### config.mk
export PLATFORM = sky130hd
export DESIGN_NAME = regbus_master
export DESIGN_NICKNAME = d
export VERILOG_FILES = /design/src/rtl/regbus_pkg.sv /design/src/rtl/regbus_master.sv
export SDC_FILE = /design/constraint.sdc
export NUM_CORES = 1
export LEC_CHECK = 0
export ABC_AREA = 1
export BUFFER_PORTS_ARGS = -buffer_cell sky130_fd_sc_hd__buf_2
export CELL_PAD_IN_SITES_DETAIL_PLACEMENT = 2
export CELL_PAD_IN_SITES_GLOBAL_PLACEMENT = 2
export CORE_MARGIN = 2
export CORE_UTILIZATION = 32
export DETAILED_ROUTE_END_ITERATION = 10
export MAX_ROUTING_LAYER = met4
export PLACE_DENSITY_LB_ADDON = 0.05
export SLEW_MARGIN = 20
export SYNTH_ARGS = -nofsm -noshare
export SYNTH_HDL_FRONTEND = slang
export SYNTH_SLANG_ARGS = --single-unit
export TNS_END_PERCENT = 50
### constraint.sdc
create_clock -name clk -period 3.2 [get_ports clk]
set_clock_uncertainty 0.05 [all_clocks]
set_input_delay 0.64 -clock clk [delete_from_list [all_inputs] [get_ports clk]]
set_output_delay 0.64 -clock clk [all_outputs]
set_load 0.05 [all_outputs]
### src/rtl/regbus_pkg.sv
// Shared definitions for the register bus initiator and the regfiles it drives.
package regbus_pkg;

    localparam int ADDR_W = 14;
    localparam int DATA_W = 16;
    localparam int LEN_W  = 8;

    // Host command opcodes
    typedef enum logic [1:0] {
        OP_WRITE    = 2'd0,
        OP_READ     = 2'd1,
        OP_BURST_WR = 2'd2,
        OP_POLL     = 2'd3
    } op_e;

    // Initiator sequencing states; IDLE must encode to zero
    typedef enum logic [2:0] {
        IDLE      = 3'd0,
        WR        = 3'd1,
        RD        = 3'd2,
        BURST     = 3'd3,
        BWR       = 3'd4,
        POLL_RD   = 3'd5,
        POLL_WAIT = 3'd6,
        RESP      = 3'd7
    } state_e;

endpackage

### src/rtl/regbus_master.sv
// Register bus initiator: turns host commands (write, read, burst write,
// poll-until-match) into single-cycle wr_en/rd_en accesses and returns one
// response per command. Every output is a register.
module regbus_master #(
    parameter int ADDR_W   = regbus_pkg::ADDR_W,
    parameter int DATA_W   = regbus_pkg::DATA_W,
    parameter int LEN_W    = regbus_pkg::LEN_W,
    parameter int POLL_MAX = 1024,
    parameter int POLL_GAP = 4
) (
    input  logic              clk,
    input  logic              rst,
    input  logic              cmd_valid,
    output logic              cmd_ready,
    input  logic [1:0]        cmd_op,
    input  logic [ADDR_W-1:0] cmd_addr,
    input  logic [DATA_W-1:0] cmd_data,
    input  logic [DATA_W-1:0] cmd_mask,
    input  logic [LEN_W-1:0]  cmd_len,
    input  logic              wdata_valid,
    output logic              wdata_ready,
    input  logic [DATA_W-1:0] wdata,
    output logic              rsp_valid,
    input  logic              rsp_ready,
    output logic [DATA_W-1:0] rsp_data,
    output logic              rsp_err,
    output logic              wr_en,
    output logic              rd_en,
    output logic [ADDR_W-1:0] addr,
    output logic [DATA_W-1:0] write_data,
    input  logic [DATA_W-1:0] read_data
);
    import regbus_pkg::*;

    localparam int ATT_W = $clog2(POLL_MAX + 1);
    localparam int GAP_W = (POLL_GAP > 1) ? $clog2(POLL_GAP) : 1;

    state_e            state_reg, state_next;
    logic [ADDR_W-1:0] base_reg, base_next;
    logic [DATA_W-1:0] data_reg, data_next;
    logic [DATA_W-1:0] mask_reg, mask_next;
    logic [LEN_W-1:0]  len_reg, len_next;
    logic [LEN_W-1:0]  beat_reg, beat_next;
    logic [ATT_W-1:0]  att_reg, att_next;
    logic [GAP_W-1:0]  gap_reg, gap_next;

    logic              cmd_ready_reg, cmd_ready_next;
    logic              wdata_ready_reg, wdata_ready_next;
    logic              rsp_valid_reg, rsp_valid_next;
    logic [DATA_W-1:0] rsp_data_reg, rsp_data_next;
    logic              rsp_err_reg, rsp_err_next;
    logic              wr_en_reg, wr_en_next;
    logic              rd_en_reg, rd_en_next;
    logic [ADDR_W-1:0] addr_reg, addr_next;
    logic [DATA_W-1:0] write_data_reg, write_data_next;

    logic              poll_match;

    assign cmd_ready   = cmd_ready_reg;
    assign wdata_ready = wdata_ready_reg;
    assign rsp_valid   = rsp_valid_reg;
    assign rsp_data    = rsp_data_reg;
    assign rsp_err     = rsp_err_reg;
    assign wr_en       = wr_en_reg;
    assign rd_en       = rd_en_reg;
    assign addr        = addr_reg;
    assign write_data  = write_data_reg;

    // Only bits selected by the mask take part in the poll comparison
    assign poll_match = ((read_data ^ data_reg) & mask_reg) == '0;

    // State, latched command and registered outputs; reset clears everything
    always_ff @(posedge clk) begin
        if (rst) begin
            state_reg       <= IDLE;
            base_reg        <= '0;
            data_reg        <= '0;
            mask_reg        <= '0;
            len_reg         <= '0;
            beat_reg        <= '0;
            att_reg         <= '0;
            gap_reg         <= '0;
            cmd_ready_reg   <= 1'b0;
            wdata_ready_reg <= 1'b0;
            rsp_valid_reg   <= 1'b0;
            rsp_data_reg    <= '0;
            rsp_err_reg     <= 1'b0;
            wr_en_reg       <= 1'b0;
            rd_en_reg       <= 1'b0;
            addr_reg        <= '0;
            write_data_reg  <= '0;
        end else begin
            state_reg       <= state_next;
            base_reg        <= base_next;
            data_reg        <= data_next;
            mask_reg        <= mask_next;
            len_reg         <= len_next;
            beat_reg        <= beat_next;
            att_reg         <= att_next;
            gap_reg         <= gap_next;
            cmd_ready_reg   <= cmd_ready_next;
            wdata_ready_reg <= wdata_ready_next;
            rsp_valid_reg   <= rsp_valid_next;
            rsp_data_reg    <= rsp_data_next;
            rsp_err_reg     <= rsp_err_next;
            wr_en_reg       <= wr_en_next;
            rd_en_reg       <= rd_en_next;
            addr_reg        <= addr_next;
            write_data_reg  <= write_data_next;
        end
    end

    // Next state and next output values; strobes default low, everything else holds
    always_comb begin
        state_next      = state_reg;
        base_next       = base_reg;
        data_next       = data_reg;
        mask_next       = mask_reg;
        len_next        = len_reg;
        beat_next       = beat_reg;
        att_next        = att_reg;
        gap_next        = gap_reg;
        rsp_valid_next  = rsp_valid_reg;
        rsp_data_next   = rsp_data_reg;
        rsp_err_next    = rsp_err_reg;
        wr_en_next      = 1'b0;
        rd_en_next      = 1'b0;
        addr_next       = addr_reg;
        write_data_next = write_data_reg;

        case (state_reg)
            IDLE: begin
                if (cmd_valid && cmd_ready_reg) begin
                    base_next = cmd_addr;
                    data_next = cmd_data;
                    mask_next = cmd_mask;
                    len_next  = cmd_len;
                    beat_next = '0;
                    case (op_e'(cmd_op))
                        OP_WRITE: begin
                            state_next      = WR;
                            wr_en_next      = 1'b1;
                            addr_next       = cmd_addr;
                            write_data_next = cmd_data;
                        end
                        OP_READ: begin
                            state_next = RD;
                            rd_en_next = 1'b1;
                            addr_next  = cmd_addr;
                        end
                        OP_BURST_WR: begin
                            if (cmd_len == '0) begin
                                // Empty burst answers immediately with a zero count
                                state_next     = RESP;
                                rsp_valid_next = 1'b1;
                                rsp_data_next  = '0;
                                rsp_err_next   = 1'b0;
                            end else begin
                                state_next = BURST;
                            end
                        end
                        OP_POLL: begin
                            state_next = POLL_RD;
                            rd_en_next = 1'b1;
                            addr_next  = cmd_addr;
                            att_next   = ATT_W'(1);
                        end
                        default: ;
                    endcase
                end
            end
            WR: begin
                state_next     = RESP;
                rsp_valid_next = 1'b1;
                rsp_data_next  = data_reg;
                rsp_err_next   = 1'b0;
            end
            RD: begin
                state_next     = RESP;
                rsp_valid_next = 1'b1;
                rsp_data_next  = read_data;
                rsp_err_next   = 1'b0;
            end
            BURST: begin
                if (wdata_valid && wdata_ready_reg) begin
                    state_next      = BWR;
                    wr_en_next      = 1'b1;
                    addr_next       = base_reg + ADDR_W'(beat_reg);
                    write_data_next = wdata;
                    beat_next       = beat_reg + LEN_W'(1);
                end
            end
            BWR: begin
                if (beat_reg == len_reg) begin
                    state_next     = RESP;
                    rsp_valid_next = 1'b1;
                    rsp_data_next  = DATA_W'(beat_reg);
                    rsp_err_next   = 1'b0;
                end else begin
                    state_next = BURST;
                end
            end
            POLL_RD: begin
                if (poll_match || att_reg == ATT_W'(POLL_MAX)) begin
                    state_next     = RESP;
                    rsp_valid_next = 1'b1;
                    rsp_data_next  = read_data;
                    rsp_err_next   = !poll_match;
                end else begin
                    state_next = POLL_WAIT;
                    gap_next   = GAP_W'(POLL_GAP - 1);
                end
            end
            POLL_WAIT: begin
                // Issue the next read so it lands exactly POLL_GAP idle cycles later
                if (gap_reg == '0) begin
                    state_next = POLL_RD;
                    rd_en_next = 1'b1;
                    att_next   = att_reg + ATT_W'(1);
                end else begin
                    gap_next = gap_reg - GAP_W'(1);
                end
            end
            RESP: begin
                if (rsp_ready) begin
                    state_next     = IDLE;
                    rsp_valid_next = 1'b0;
                end
            end
            default: state_next = IDLE;
        endcase

        // Handshake readies are registered decodes of the upcoming state
        cmd_ready_next   = (state_next == IDLE);
        wdata_ready_next = (state_next == BURST);
    end

endmodule

Word-level counts from Yosys, hierarchy flattened:

Index checks and enable logic that the tools add are counted.
Widths: inputs -> output; s select.

* $add $sub $neg: 4
* equal/unequal tests: 26
* mux-type cells: 54
* bitwise operators: 2
* reductions and logical operators: 28

Operators with widths (count)
* $mux 16: 8
* $pmux 16 s5: 1
* $mux 14: 3
* $mux 11: 3
* $pmux 16 s2: 1
* $pmux 14 s2: 1
* $pmux 11 s2: 1
* $pmux 3 s7: 1
* $ne 2x2->1 const B: 10
* $mux 1: 18
* $mux 3: 6
* $and 16x16->16: 1
* $logic_not 16->1: 1
* $mux 8: 2
* $pmux 8 s2: 1
* $xor 16x16->16: 1
* $add 14x8->14: 1
* $eq 3x3->1 const B: 4
* $pmux 3 s4: 1
* $reduce_and 4->1: 3
* $reduce_and 6->1: 2
* $add 11x1->11 const B: 1
* $eq 11x11->1 const B: 1
* $reduce_bool 5->1: 2
* 26 further kinds: 40

* flip-flop bits (word level): 130
* input bits: 93
* output and inout port bits: 52
* word-level logic and storage cells: 131

Longest topological paths before layout:

* word-level depth: 7
* depth in mapped cells: 14
* mapped depth without buffers: 13

Worst setup path after synthesis:

Ideal clock, no wire load.

* kind: in2reg
* start point: in read_data[4]
* end point: reg rsp_data_reg[10], in the netlist rsp_data[10]
* library setup time: 110 ps
* data arrival time: 1703 ps
* required time: 3040 ps
* path slack: 1337 ps
* cell stages on the path: 12
* path buffers: 1
* cells stage by stage: nand2_1 > nand2_1 > nor2_1 > nor2_1 > nand2_1 > nor2_1 > nand2_1 > nand3_2 > clkbuf_1 > nand4_1 > nand2_1 > nor2_1

* longest elaborated chain between the ends: 6

RTL lines
* start: declaration: RTL line regbus_master.sv:31 `input logic [DATA_W-1:0] read_data`
* $xor 16x16->16: RTL line regbus_master.sv:70 `assign poll_match = ((read_data ^ data_reg) & mask_reg) == '0;`
* $and 16x16->16: RTL line regbus_master.sv:70
* $logic_not 16->1: RTL line regbus_master.sv:70
* $logic_or 1x1->1: RTL line regbus_master.sv:204 `if (poll_match || att_reg == ATT_W'(POLL_MAX)) begin`
* $ne 2x2->1 (no line)
* $reduce_and 6->1 (no line)
* end signal: assignment: RTL line regbus_master.sv:104 `rsp_data_reg <= rsp_data_next;`
* end: declaration: RTL line regbus_master.sv:50 `logic [DATA_W-1:0] rsp_data_reg, rsp_data_next;`

No other way between the ends.
A chain may end at the register's enable or synchronous reset.

Worst setup path in the final report:

* start point: reg state_reg[2]
* end point: reg att_reg[7]

* longest elaborated chain between the ends: 3
* elaborated cells on any way between the ends: 8
* those cells by class: eq/ne (4); mux (1); reduce/logical (3)

RTL lines
* start: declaration: RTL line regbus_master.sv:38 `state_e state_reg, state_next;`
* start signal: assignment: RTL line regbus_master.sv:93 `state_reg <= state_next;`
* $eq 3x3->1 or $logic_not 3->1 (tied branches): RTL line regbus_master.sv:131 `case (state_reg)`
* $ne 2x2->1 (no line), or another cell as far along
* $reduce_and 4->1 (no line)
* end signal: assignment: RTL line regbus_master.sv:99 `att_reg <= att_next;`
* end: declaration: RTL line regbus_master.sv:44 `logic [ATT_W-1:0] att_reg, att_next;`

Parallel ways exist; a longest one is shown, timed or not.

==> impl_results.md <==
- Post-Syn Area: 6720 µm²
- Via density: 5.01
- Crit Path Class: flop to flop
- Die width: 149 µm
- Inserted Diodes: 0
- I/O Pins: 145
- Post-DP HPWL: 17800 µm
- CTS tree: yes
- Syn avg cell area: 6.76 µm²
- Nets: 1236
- Hold Path Class: primary input to flop
- Highest ir drop seen on vdd: 0.280 mV
- Final setup viols: 0
- Synthesized net count: 1106
- Hold_buf cts: 0
- Post-synth EDFFs: 0
- Leakage: 3.82 nW
- # rows: 52
- Synth top area share: 38.8%
- Final slew viol count: 0
- Post-route setup slack: 0.757 ns
- Total CTS buffers: 17
- Relative slew slack: 45.0%
- Vias in the first global route: 7457
- Clock Latency Late Sink: 0.43 ns
- Area growth from synthesis to layout: 22.5%
- Routed via count: 7053
- Clock-pin slew on the worst setup and hold paths: 0.07 ns
- Sequential cell area: 2600 µm²
- CP arrival: 2.70 ns
- Die area: 22200 µm²
- Clock Root Buffer: clkbuf_16
- Routability cong.: 0.789
- Post-CTS Resized: 0
- Critical Path End Type: flop
- Avg WL per Cell: 17.2 µm
- H-tree depth: 4
- Hold WS: 0.391 ns
- Final Hold Vio Count: 0
- Post-placement setup slack: 0.629 ns
- Register area share after synthesis: 38.8%
- Crit start category: flop
- Iteration-0 DRC Markers: 294
- Share of layout cells above drive strength 1: 19.6%
- Status: complete, no violations
- Initial antenna violation count: 0
- Initial cell density of the core: 32.9%
- Clk buf depth: 2
- IO Port Bufs: 144
- Top cells by area, synth: dfxtp_1 39%, nand2_1 11%, inv_1 7.0%
- Pwr/cell area: 778 nW/µm²
- Tightest Pin Transition: 0.825 ns
- Grt total ovfl: 0
- Antenna-violating nets left: 0
- Largest net degree at the start of global routing: 66
- Setup Fix Bufs, Post-CTS: 0
- Synth async-reset ratio: 0%
- First-pass GRT wire length: 39700 µm
- Max Clock Freq: 409 MHz
- Yosys warnings: 0
- Maxcap violations: 0
- Synth Flop Type: dfxtp_1
- RSZ-0062 raised after global routing: false
- All-Layer GR Usage: 23.3%
- Pre-Repair DR Iteration Count: 4
- Synth unique cells: 42
- #FFs+latches synth: 130
- Core area: 20400 µm²
- Chip height: 149 µm
- CP required: 3.46 ns
- Cell taking the most area after synthesis: dfxtp_1
- CP max FO: 12
- Remaining DRCs: 0
- Fill cells: 2555
- TNS Setup: 0 ns
- Mapped Cells: 994
- Final Critical Period: 2.44 ns
- # clock sinks: 130
- Post-Route WL: 24200 µm
- Period Utilization, post-route: 76.3%
- Multi-input logic area: 3410 µm²
report_power, final:
part,internal [mW],switching (mW),total [mW]
Clock,1.10,0.822,1.92
Combinational,0.652,1.76,2.41
Sequential,1.89,0.178,2.07
logic make-up (layout without fill, tap and decap cells):
group           after synthesis  count (layout)  synth area share [%]
simple gates                430             430                  27.9
compound gates              232             232                  18.6
buf+inv                     178             321                  10.5
flops                       130             130                  38.8
fa+ha+maj                    19              19                  3.65
xor+xnor                      5               5                 0.652
placed cells by master, fill, tap and decap left out, drive strengths merged, types with 15 or more instances in the layout:
cell type  instances
clkbuf            18
buf              154
inv              140
a21oi             84
nand2            210
dfxtp            130
nor2             124
a31oi             19
nor3              15
o21ai            105
nand4             29
ha                18
nand3             44
critical path, cell delays in order, from the launching register on:
cell,delay (ns)
dfxtp_1,0.58
inv_2,0.14
nand2_2,0.19
inv_2,0.06
nand2_2,0.11
nand3_1,0.40
nor3_2,0.37
nand4_1,0.15
o21ai_0,0.21
nor2_1,0.07
routing by layer:
layer / global-route usage, % / routed length [µm]
met1: 31.9 / 12200
met2: 36.6 / 11000
met3: 3.64 / 757
met4: 5.19 / 258
met5: - / 0
worst paths after layout:
check / from / to / slack, ns / cells after the start
worst min register to register: rsp_valid$_SDFFE_PP0P_ / rsp_valid$_SDFFE_PP0P_ / 0.41 / 2
worst max register to register: state_reg[2]$_SDFF_PP0_ / att_reg[7]$_SDFFE_PP0P_ / 0.76 / 9
worst min-delay path: cmd_mask[13] / mask_reg[13]$_SDFFE_PP0P_ / 0.39 / 3
worst max-delay path: state_reg[2]$_SDFF_PP0_ / att_reg[7]$_SDFFE_PP0P_ / 0.76 / 9
stage by stage:
step	instance area [µm²]	util [%]	std cells	power, mW
6_report	8220	40.3	1407	6.40
5_1_grt	8220	40.3	1407	6.85
4_1_cts	8220	40.2	1407	6.46
3_5_place_dp	7650	37.5	1375	4.51
3_3_place_gp	7650	37.5	1375	4.42
2_1_floorplan	6720	-	994	3.87
final cells by class:
cell class                      count  area share [%]
Tap cell                          270            4.11
Timing Repair Buffer              154            9.68
Clock inverter                     14            1.55
Clock buffer                       18            5.34
Sequential cell                   130            31.6
Multi-Input combinational cell    686            41.5
Inverter                          135            6.16
cells in the mapped netlist (8+ instances only):
cell / instances
clkbuf_1: 26
inv_2: 9
o21ai_0: 90
dfxtp_1: 130
o21ai_1: 14
nand2_1: 204
nand4_1: 29
a31oi_1: 19
buf_2: 8
a22oi_1: 8
nand3_1: 40
nor3_1: 11
a21oi_1: 83
nor2_1: 119
inv_1: 126
o22ai_1: 8
ha_1: 18
No activity file was read; power rests on OpenSTA's default activity.
